==> config.mk <==
export PLATFORM = sky130hd
export DESIGN_NAME = mc_controller
export DESIGN_NICKNAME = d
export VERILOG_FILES = /design/src/rtl/mc_controller_pkg.sv /design/src/rtl/mc_controller_aludec.sv /design/src/rtl/mc_controller.sv
export SDC_FILE = /design/constraint.sdc
export NUM_CORES = 1
export LEC_CHECK = 0
export CORE_MARGIN = 2
export CORE_UTILIZATION = 40
export CTS_BUF_LIST = sky130_fd_sc_hd__clkbuf_8
export DETAILED_ROUTE_END_ITERATION = 8
export PLACE_DENSITY = 0.76
export SYNTH_ARGS = -nofsm -noshare
export SYNTH_HDL_FRONTEND = slang
export SYNTH_SLANG_ARGS = --single-unit
==> constraint.sdc <==
create_clock -name clk -period 2.45 [get_ports clk]
set_input_delay 0.245 -clock clk [delete_from_list [all_inputs] [get_ports clk]]
set_output_delay 0.245 -clock clk [all_outputs]
set_load 0.01 [all_outputs]
==> src/rtl/mc_controller_pkg.sv <==
// Shared types and encodings for the multicycle controller: state enum,
// opcode/funct constants, ALU encodings, datapath select codes and per-state control.
package mc_pkg;

    typedef enum logic [3:0] {
        S_FETCH  = 4'd0,
        S_DECODE = 4'd1,
        S_MEMADR = 4'd2,
        S_MEMRD  = 4'd3,
        S_MEMWB  = 4'd4,
        S_MEMWR  = 4'd5,
        S_RTEX   = 4'd6,
        S_RTWB   = 4'd7,
        S_BEQEX  = 4'd8,
        S_ADDIEX = 4'd9,
        S_ADDIWB = 4'd10,
        S_JEX    = 4'd11,
        S_JALEX  = 4'd12,
        S_HALT   = 4'd13
    } state_t;

    localparam logic [5:0] OP_RTYPE = 6'b000000;
    localparam logic [5:0] OP_LW    = 6'b100011;
    localparam logic [5:0] OP_SW    = 6'b101011;
    localparam logic [5:0] OP_BEQ   = 6'b000100;
    localparam logic [5:0] OP_ADDI  = 6'b001000;
    localparam logic [5:0] OP_J     = 6'b000010;
    localparam logic [5:0] OP_JAL   = 6'b000011;

    localparam logic [5:0] F_ADD = 6'b100000;
    localparam logic [5:0] F_SUB = 6'b100010;
    localparam logic [5:0] F_AND = 6'b100100;
    localparam logic [5:0] F_OR  = 6'b100101;
    localparam logic [5:0] F_SLT = 6'b101010;

    localparam logic [2:0] ALU_AND = 3'b000;
    localparam logic [2:0] ALU_OR  = 3'b001;
    localparam logic [2:0] ALU_ADD = 3'b010;
    localparam logic [2:0] ALU_SUB = 3'b110;
    localparam logic [2:0] ALU_SLT = 3'b111;

    localparam logic [1:0] SRCB_B     = 2'b00;
    localparam logic [1:0] SRCB_FOUR  = 2'b01;
    localparam logic [1:0] SRCB_IMM   = 2'b10;
    localparam logic [1:0] SRCB_IMMSH = 2'b11;

    localparam logic [1:0] PCSRC_ALU    = 2'b00;
    localparam logic [1:0] PCSRC_ALUOUT = 2'b01;
    localparam logic [1:0] PCSRC_JUMP   = 2'b10;

    localparam logic [1:0] DST_RT   = 2'b00;
    localparam logic [1:0] DST_RD   = 2'b01;
    localparam logic [1:0] DST_LINK = 2'b10;

    localparam logic [1:0] WB_ALU = 2'b00;
    localparam logic [1:0] WB_MEM = 2'b01;
    localparam logic [1:0] WB_PC4 = 2'b10;

    typedef enum logic [1:0] {
        ALUOP_ADD   = 2'b00,
        ALUOP_SUB   = 2'b01,
        ALUOP_FUNCT = 2'b10
    } aluop_t;

    // pcen qualification: FETCH loads PC on mem_ready, BEQEX on zero
    typedef enum logic [1:0] {
        PCEN_NONE   = 2'b00,
        PCEN_ALWAYS = 2'b01,
        PCEN_READY  = 2'b10,
        PCEN_ZERO   = 2'b11
    } pcen_mode_t;

    typedef struct packed {
        logic       mem_req;
        logic       memwrite;
        logic       iord;
        logic       irwrite;
        pcen_mode_t pcen_mode;
        logic       regwrite;
        logic [1:0] regdst;
        logic [1:0] memtoreg;
        logic       alusrca;
        logic [1:0] alusrcb;
        logic [1:0] pcsrc;
        aluop_t     aluop;
    } ctrl_t;

    function automatic ctrl_t state_ctrl(input state_t s);
        ctrl_t c;
        c       = '0;
        c.aluop = ALUOP_ADD;
        case (s)
            S_FETCH: begin
                c.mem_req   = 1'b1;
                c.irwrite   = 1'b1;
                c.pcen_mode = PCEN_READY;
                c.alusrcb   = SRCB_FOUR;
                c.pcsrc     = PCSRC_ALU;
            end
            S_DECODE: c.alusrcb = SRCB_IMMSH;
            S_MEMADR: begin
                c.alusrca = 1'b1;
                c.alusrcb = SRCB_IMM;
            end
            S_MEMRD: begin
                c.mem_req = 1'b1;
                c.iord    = 1'b1;
            end
            S_MEMWB: begin
                c.regwrite = 1'b1;
                c.regdst   = DST_RT;
                c.memtoreg = WB_MEM;
            end
            S_MEMWR: begin
                c.mem_req  = 1'b1;
                c.iord     = 1'b1;
                c.memwrite = 1'b1;
            end
            S_RTEX: begin
                c.alusrca = 1'b1;
                c.alusrcb = SRCB_B;
                c.aluop   = ALUOP_FUNCT;
            end
            S_RTWB: begin
                c.regwrite = 1'b1;
                c.regdst   = DST_RD;
                c.memtoreg = WB_ALU;
            end
            S_BEQEX: begin
                c.alusrca   = 1'b1;
                c.alusrcb   = SRCB_B;
                c.aluop     = ALUOP_SUB;
                c.pcen_mode = PCEN_ZERO;
                c.pcsrc     = PCSRC_ALUOUT;
            end
            S_ADDIEX: begin
                c.alusrca = 1'b1;
                c.alusrcb = SRCB_IMM;
            end
            S_ADDIWB: begin
                c.regwrite = 1'b1;
                c.regdst   = DST_RT;
                c.memtoreg = WB_ALU;
            end
            S_JEX: begin
                c.pcen_mode = PCEN_ALWAYS;
                c.pcsrc     = PCSRC_JUMP;
            end
            S_JALEX: begin
                c.regwrite  = 1'b1;
                c.regdst    = DST_LINK;
                c.memtoreg  = WB_PC4;
                c.pcen_mode = PCEN_ALWAYS;
                c.pcsrc     = PCSRC_JUMP;
            end
            S_HALT:  c = c;
            default: c = c;
        endcase
        return c;
    endfunction

endpackage

==> src/rtl/mc_controller_aludec.sv <==
// Combinational ALU control decoder: fixed add/sub, or funct-driven for R-type.
module aludec
    import mc_pkg::*;
(
    input  aluop_t     i_aluop,
    input  logic [5:0] i_funct,
    output logic [2:0] o_alucontrol
);

    // Map ALU operation class and funct field to the ALU control code
    always_comb begin
        o_alucontrol = ALU_ADD;
        case (i_aluop)
            ALUOP_ADD: o_alucontrol = ALU_ADD;
            ALUOP_SUB: o_alucontrol = ALU_SUB;
            ALUOP_FUNCT: begin
                case (i_funct)
                    F_ADD:   o_alucontrol = ALU_ADD;
                    F_SUB:   o_alucontrol = ALU_SUB;
                    F_AND:   o_alucontrol = ALU_AND;
                    F_OR:    o_alucontrol = ALU_OR;
                    F_SLT:   o_alucontrol = ALU_SLT;
                    default: o_alucontrol = ALU_ADD;
                endcase
            end
            default: o_alucontrol = ALU_ADD;
        endcase
    end

endmodule

==> src/rtl/mc_controller.sv <==
// Multicycle MIPS-style controller with memory-stall watchdog.
// Define JAL_EN to add the jump-and-link (op 000011) execute state.
module mc_controller
    import mc_pkg::*;
#(
    parameter int STALL_LIMIT = 15
) (
    input  logic       clk,
    input  logic       reset,
    input  logic [5:0] op,
    input  logic [5:0] funct,
    input  logic       zero,
    input  logic       mem_ready,
    output logic       mem_req,
    output logic       memwrite,
    output logic       iord,
    output logic       irwrite,
    output logic       pcen,
    output logic       regwrite,
    output logic [1:0] regdst,
    output logic [1:0] memtoreg,
    output logic       alusrca,
    output logic [1:0] alusrcb,
    output logic [2:0] alucontrol,
    output logic [1:0] pcsrc,
    output logic       illegal,
    output logic       fault
);

    localparam int CW = ($clog2(STALL_LIMIT + 1) > 4) ? $clog2(STALL_LIMIT + 1) : 4;

    state_t          r_state;
    ctrl_t           r_ctrl;
    logic [2:0]      r_alucontrol;
    logic [CW-1:0]   r_wait;
    logic            r_illegal;
    logic            r_fault;

    state_t          w_next;
    state_t          w_state_d;
    logic            w_illegal;
    logic            w_stall;
    logic            w_timeout;
    ctrl_t           w_ctrl;
    logic [2:0]      w_alucontrol;

    // Next-state selection; the stall watchdog overrides everything
    always_comb begin
        w_next    = r_state;
        w_illegal = 1'b0;
        case (r_state)
            S_FETCH:  w_next = mem_ready ? S_DECODE : S_FETCH;
            S_DECODE: begin
                case (op)
                    OP_LW, OP_SW: w_next = S_MEMADR;
                    OP_RTYPE:     w_next = S_RTEX;
                    OP_BEQ:       w_next = S_BEQEX;
                    OP_ADDI:      w_next = S_ADDIEX;
                    OP_J:         w_next = S_JEX;
`ifdef JAL_EN
                    OP_JAL:       w_next = S_JALEX;
`endif
                    default: begin
                        w_next    = S_FETCH;
                        w_illegal = 1'b1;
                    end
                endcase
            end
            S_MEMADR: w_next = (op == OP_LW) ? S_MEMRD : S_MEMWR;
            S_MEMRD:  w_next = mem_ready ? S_MEMWB : S_MEMRD;
            S_MEMWR:  w_next = mem_ready ? S_FETCH : S_MEMWR;
            S_RTEX:   w_next = S_RTWB;
            S_ADDIEX: w_next = S_ADDIWB;
            S_MEMWB, S_RTWB, S_ADDIWB, S_BEQEX, S_JEX, S_JALEX: w_next = S_FETCH;
            S_HALT:   w_next = S_HALT;
            default:  w_next = S_FETCH;
        endcase
    end

    assign w_stall   = r_ctrl.mem_req & ~mem_ready;
    assign w_timeout = w_stall & (r_wait == CW'(STALL_LIMIT - 1));
    assign w_state_d = w_timeout ? S_HALT : w_next;
    assign w_ctrl    = state_ctrl(w_state_d);

    aludec u_aludec (
        .i_aluop      (w_ctrl.aluop),
        .i_funct      (funct),
        .o_alucontrol (w_alucontrol)
    );

    // State, control, wait counter and flag registers
    always_ff @(posedge clk or negedge reset) begin
        if (!reset) begin
            r_state      <= S_FETCH;
            r_ctrl       <= state_ctrl(S_FETCH);
            r_alucontrol <= ALU_ADD;
            r_wait       <= '0;
            r_illegal    <= 1'b0;
            r_fault      <= 1'b0;
        end else begin
            r_state      <= w_state_d;
            r_ctrl       <= w_ctrl;
            r_alucontrol <= w_alucontrol;
            r_wait       <= (w_stall && (w_state_d == r_state)) ? r_wait + CW'(1) : '0;
            r_illegal    <= w_illegal;
            r_fault      <= r_fault | w_timeout;
        end
    end

    // PC load qualification; FETCH and BEQEX depend on same-cycle inputs
    always_comb begin
        pcen = 1'b0;
        case (r_ctrl.pcen_mode)
            PCEN_NONE:   pcen = 1'b0;
            PCEN_ALWAYS: pcen = 1'b1;
            PCEN_READY:  pcen = mem_ready;
            PCEN_ZERO:   pcen = zero;
            default:     pcen = 1'b0;
        endcase
    end

    assign mem_req    = r_ctrl.mem_req;
    assign memwrite   = r_ctrl.memwrite;
    assign iord       = r_ctrl.iord;
    assign irwrite    = r_ctrl.irwrite & mem_ready;
    assign regwrite   = r_ctrl.regwrite;
    assign regdst     = r_ctrl.regdst;
    assign memtoreg   = r_ctrl.memtoreg;
    assign alusrca    = r_ctrl.alusrca;
    assign alusrcb    = r_ctrl.alusrcb;
    assign alucontrol = r_alucontrol;
    assign pcsrc      = r_ctrl.pcsrc;
    assign illegal    = r_illegal;
    assign fault      = r_fault;

endmodule
# Word level (Yosys, flattened, before mapping)
# Index checks and enable logic that the tools add are counted.
dict set report word_totals {
  reg_bits 29
  out_inout_bits 20
  elab_cells 92
}
dict set report classes {
  reduce_logical 12
  mux 23
  add_sub_neg 1
  bitwise 5
  n_eq_ne 35
}
# cell n
set op_table {}
lappend op_table {{$eq A6 B6 Y1 const B} 6}
lappend op_table {{$eq A4 B4 Y1 const B} 8}
lappend op_table {{$pmux W4 S8} 1}
lappend op_table {{$eq A4 B3 Y1 const B} 6}
lappend op_table {{$pmux W4 S5} 1}
lappend op_table {{$pmux W5 S4} 1}
lappend op_table {{$eq A4 B2 Y1 const B} 4}
lappend op_table {{$pmux W2 S3} 2}
lappend op_table {{$pmux W3 S4} 1}
lappend op_table {{$mux W3} 3}
lappend op_table {{$eq A4 B1 Y1 const B} 2}
lappend op_table {{$logic_not A4 Y1} 2}
lappend op_table {{$mux W1} 8}
lappend op_table {{$mux W4} 2}
lappend op_table {{$pmux W2 S2} 2}
lappend op_table {{$reduce_or A2 Y1} 4}
lappend op_table {{$eq A2 B2 Y1 const B} 3}
lappend op_table {{$eq A6 B2 Y1 const B} 1}
lappend op_table {{$eq A6 B3 Y1 const B} 1}
lappend op_table {{$eq A6 B4 Y1 const B} 1}
lappend op_table {{$logic_not A6 Y1} 1}
lappend op_table {{$pmux W3 S2} 1}
lappend op_table {{$reduce_or A6 Y1} 1}
lappend op_table {{$add A4 B1 Y4 const B} 1}
lappend op_table {{10 further kinds} 13}

# Depth between registers and ports, before layout
dict set report logic_depth {
  depth_word 9
  mapped_depth 13
  mapped_depth_nobuf 12
}

# Hierarchy
# From an unflattened synthesis, not the netlist that was laid out.
dict set report hier_totals {
  hier_cells 172
  area_unflattened_um2 1662.8
}
# module area_each_um2 instances cells_per_inst
set by_module_without_submodules {}
lappend by_module_without_submodules {mc_controller 1544.0 1 157}
lappend by_module_without_submodules {aludec 118.9 1 15}

# Least setup slack after synthesis
# OpenSTA, ideal clock, no wires.
dict set report synth_timing {
  path_kind {flip-flop to flip-flop}
  from {register r_state[0]}
  to {register r_alucontrol[2], in the netlist alucontrol[2]}
  t_required_ns 2.331
  slack_ns 0.274
  stages_incl_launch_ff 10
  arrival_time_ns 2.056
  period_less_slack_ns 2.176
  path_buffers 2
  path_cell_list {dfrtp_1 -> buf_4 -> or3b_1 -> o221ai_2 -> nand2_2 -> inv_2 -> buf_4 -> nand4_1 -> ha_1 -> nor2b_1}
}
dict set report synth_via {
  elab_chain_cells 7
  word_cells_on_any_way 16
  classes_between {11 x eq/ne; 4 x mux; 1 x reduce/logical}
}
# item line_no
set synth_rtl {}
lappend synth_rtl {{start, declared} mc_controller.sv:32} ;# state_t r_state;
lappend synth_rtl {{start signal, assigned} mc_controller.sv:101} ;# r_state <= w_state_d;
lappend synth_rtl {{$eq A4 B4 Y1 (tied with other cells)} mc_controller.sv:51} ;# case (r_state)
lappend synth_rtl {{$pmux W4 S8 (*)} mc_controller.sv:51}
lappend synth_rtl {{$mux W4 (*)} mc_controller.sv:82} ;# assign w_state_d = w_timeout ? S_HALT : w_next;
lappend synth_rtl {{named net w_state_d[1]} mc_controller.sv:40} ;# state_t w_state_d;
lappend synth_rtl {{$eq A4 B4 Y1 / $eq A4 B3 Y1 (equally long branches)} mc_controller_pkg.sv:92} ;# case (s)
lappend synth_rtl {{$pmux W2 S2 (*)} mc_controller_pkg.sv:92}
lappend synth_rtl {{$eq A2 B2 Y1 / $eq A2 B1 Y1 (equally long branches)} mc_controller_aludec.sv:13} ;# case (i_aluop)
lappend synth_rtl {{$pmux W3 S2 (*)} mc_controller_aludec.sv:13}
lappend synth_rtl {{named net u_aludec.o_alucontrol[2]} mc_controller_aludec.sv:7} ;# output logic [2:0] o_alucontrol
lappend synth_rtl {{end signal, assigned} mc_controller.sv:103} ;# r_alucontrol <= w_alucontrol;
lappend synth_rtl {{end, declared} mc_controller.sv:34} ;# logic [2:0] r_alucontrol;
# The timed path passes the listed nets; every way through them passes the cells marked *.

# Worst setup path after layout
dict set report layout_timing {
  from {register r_state[2]}
  to {register r_wait[0]}
}
dict set report layout_via {
  elab_chain_cells 6
  word_cells_on_any_way 13
  classes_between {8 x eq/ne; 3 x mux; 2 x reduce/logical}
}
# item line_no
set layout_rtl {}
lappend layout_rtl {{$eq A4 B4 Y1 (tied with other cells)} mc_controller.sv:51}
lappend layout_rtl {{$pmux W4 S8 (*)} mc_controller.sv:51}
lappend layout_rtl {{$mux W4 (*)} mc_controller.sv:82}
lappend layout_rtl {{named net w_state_d[2]} mc_controller.sv:40}
lappend layout_rtl {{$eq A4 B4 Y1 (*)} mc_controller.sv:104} ;# r_wait <= (w_stall && (w_state_d == r_state)) ? r_wait + CW'(1) : '0;
lappend layout_rtl {{$logic_and A1 B1 Y1 (*)} mc_controller.sv:104}
lappend layout_rtl {{$mux W4 (*)} mc_controller.sv:104}
lappend layout_rtl {{end signal, assigned} mc_controller.sv:104}
lappend layout_rtl {{end, declared} mc_controller.sv:35} ;# logic [CW-1:0] r_wait;
# Marks and branches as above.

==> impl_metrics.py <==
metrics = {
    "outcome": {
        "outcome": "completed",
    },
    "sta": {
        "clock_skew_ps": 1.928,
        "tightest_slew_ps": 539.1,
        "fin_ws_ps": 204.1,
        "period_share": 0.9167,
        "min_period_ps": 2246,
        "fin_setup_tns_ps": 0,
        "finalHoldViolCount": 0,
        "setup_viol": 0,
        "drv_slew": 0,
        "rsz0062_at_grt": "false",
        "clock.fmax_ghz": 0.4453,
        "slew_headroom": 0.6406,
        "hold_slack_ps": 349.6,
    },
    "synthesis": {
        "syn_area_mm2": 0.001712,
        "synth-seq-cells": 28,
        "syn_area_per_cell_um2": 9.781,
        "synthesis.nets": 196,
        "ys_seq_area_frac": 0.4130,
        "synth_ff_type": "dfrtp_1",
        "yosysTopAreaCell": "dfrtp_1",
        "ys.warnings.count": 0,
        "synth_cells": 175,
        "async_flop_share": 1.000,
        "synth_cell_types": 55,
        "synth_area_leaders": "dfrtp_1 34%, dfstp_2 7.7%, buf_4 5.3%",
        "synth_top_area_share": 0.3363,
        "synth_edf_count": 0,
    },
    "route": {
        "ant_nets": 0,
        "first_pass_iters": 4,
        "route.met2.wl_um": 1774,
        "via_per_inst": 5.267,
        "drc": 0,
        "met3WireLength_um": 181,
        "drt_iter0_drc": 53,
        "drt-total-wl_um": 3741,
        "top_layer_used": "met4",
        "wirelength_met1_um": 1737,
        "vias": 1401,
        "wl_per_cell_um": 14.06,
    },
    "power": {
        "p_leak_nw": 0.9520,
        "p_per_area_mw_per_mm2": 568.0,
        "total_power_w": 0.001239,
        "ir_worst_vdd_mv": 0.2773,
    },
    "worst_hold_path": {
        "worstHoldPathType": "primary input to async pin",
    },
    "global_routing": {
        "track_usage": 0.1618,
        "grt_max_degree": 29,
        "antenna_found_initial": 0,
        "grt_overflow": 0,
        "first_global_vias": 1355,
        "grt_pass1_wl_um": 6472,
    },
    "clock_tree": {
        "cts_buffer_depth": 2,
        "ctsHtreeMaxLevel": 1,
        "holdBufCountCts": 0,
        "cts_resized": 0,
        "postCtsSetupBuffers": 0,
        "path_clk_slew_ps": 90,
        "clkSinkCount": 28,
        "cts_root_buf": "clkbuf_8",
        "numCtsBuffers": 3,
        "clock_latency_ps": 270,
        "cts_tree": "built",
    },
    "worst_setup_path": {
        "slowest_delay_ps": 690,
        "start_kind": "flop",
        "slowest_stage": "dfrtp_1",
        "cp-end-kind": "flop",
        "worstPathArrival_ps": 2430,
        "rr_worst_depth": 6,
        "worstPathCellList": "nor2_2, and4_1, a31oi_4, nand3_4, or4_4, a21oi_1",
        "path_class": "flop to flop",
        "path_max_fanout": 12,
        "r2r_start": "r_state[2]$_DFF_PN0_",
        "r2r_slack_ps": 200,
        "cp.required_ps": 2640,
        "r2r_end": "r_wait[0]$_DFF_PN0_",
    },
    "final_layout": {
        "area_delta_synth_final_pct": 27.41,
        "fin_nets": 238,
        "drive_above_1_share": 0.2037,
        "stdcell_area_mm2": 0.002181,
        "diodes": 0,
    },
    "placed_design": {
        "gp_congestion": 0.9061,
        "place_ws_ps": 11.69,
        "port_buffers": 35,
        "detailed_place.area_mm2": 0.002136,
        "hpwl_um": 2929,
    },
    "floorplan": {
        "dieArea_mm2": 0.004818,
        "rows": 23,
        "die_x_um": 69.42,
        "fp.dieH_um": 69.42,
        "start_util": 0.4218,
        "ioPinCount": 36,
        "core_mm2": 0.004058,
    },
    "flow_run": {
        "cap_violations": 0,
    },
}
[area by class of cell]
cell class | instances | area, µm²
inverter | 8 | 30.03
fill | 365 | 1877
multi-input combinational | 124 | 858.3
clock buffer | 3 | 41.29
tap | 50 | 62.56
timing repair buffer | 52 | 478.0
sequential | 28 | 706.9
clock inverter | 1 | 3.754
[placed cells by master, fill, tap and decap left out, types with 4 or more instances in the layout]
master,n
nor2b_1,6
nor3_1,11
dfstp_2,5
inv_1,7
dfrtp_1,23
o2111ai_1,4
nor2_1,9
nand2b_1,4
ha_1,5
clkdlybuf4s50_1,35
nand2_1,11
buf_4,17
nand3_1,4
a21oi_1,13
[routing by layer]
metal | global-route usage | up-vias
li1 | - | 695
met1 | 0.2288 | 662
met2 | 0.2532 | 40
met3 | 0.02471 | 4
met4 | 0.05447 | 0
met5 | 0 | -
[per-stage QoR]
step | util | instances
finish | 0.5375 | 266
global route | 0.5375 | 266
CTS | 0.5375 | 266
detailed placement | 0.5264 | 262
global placement | 0.5264 | 262
floorplan | - | 175
[report_power, final]
group | total, W | leakage [nW] | internal, W | switching, W
registers | 0.000576 | 0.366 | 0.000531 | 0.0000456
clock network | 0.000247 | 0.0269 | 0.000112 | 0.000134
logic | 0.000416 | 0.559 | 0.000208 | 0.000208
[registers in the layout, summed over array words and instances (netlist names), 2 cells and up]
name,flops
r_state,4
r_wait,4
alucontrol,3
r_ctrl,3
alusrcb,2
memtoreg,2
pcsrc,2
[how the worst max path moves through the flow]
stage,from,end,slack [ps],cells past startpoint
after floorplan,r_state[0]$_DFF_PN0_,alucontrol[2]$_DFF_PN0_,270,9
after global placement,op[3],alucontrol[2]$_DFF_PN0_,110,10
after detailed placement,op[3],alucontrol[2]$_DFF_PN0_,10,10
after CTS,r_state[2]$_DFF_PN0_,r_wait[0]$_DFF_PN0_,210,6
after global routing,r_state[2]$_DFF_PN0_,alucontrol[0]$_DFF_PN0_,40,9
final,r_state[2]$_DFF_PN0_,r_wait[0]$_DFF_PN0_,200,6
[Yosys cell counts (2+ instances only)]
master and number:
and3_1 3, nor2_1 9, nand2b_1 4, xor2_1 2, o2111ai_1 4, o21ai_0 3
xnor2_1 3, inv_1 6, dfstp_2 5, nor2_2 2, nand2_1 11, inv_2 2
buf_4 12, nor3b_1 2, ha_1 5, o21ai_1 2, a21oi_2 2, nand3_1 4
nand4_1 3, buf_6 2, o21a_1 3, nor3_1 11, o211ai_1 3, a21oi_1 13
nor2b_1 6, dfrtp_1 23, or2_2 2
[logic make-up after synthesis]
family | after synthesis | share of synthesized area
AO/OA/AOI/OAI | 39 | 0.1732
multiplexers | 1 | 0.005848
other | 1 | 0.002191
AND/OR/NAND/NOR | 72 | 0.2522
buffers and inverters | 23 | 0.08553
adder cells (fa/ha/maj) | 6 | 0.04240
XOR/XNOR | 5 | 0.02559
flip-flops | 28 | 0.4130
[worst max-delay path: cells and delay by family (launching register included)]
| kind | cells | cell delay, ps |
|---|---|---|
| AND/OR/NAND/NOR | 4 | 1030 |
| AO/OA/AOI/OAI | 2 | 430 |
| flip-flops | 1 | 690 |
(Power assumes the default switching activity.)
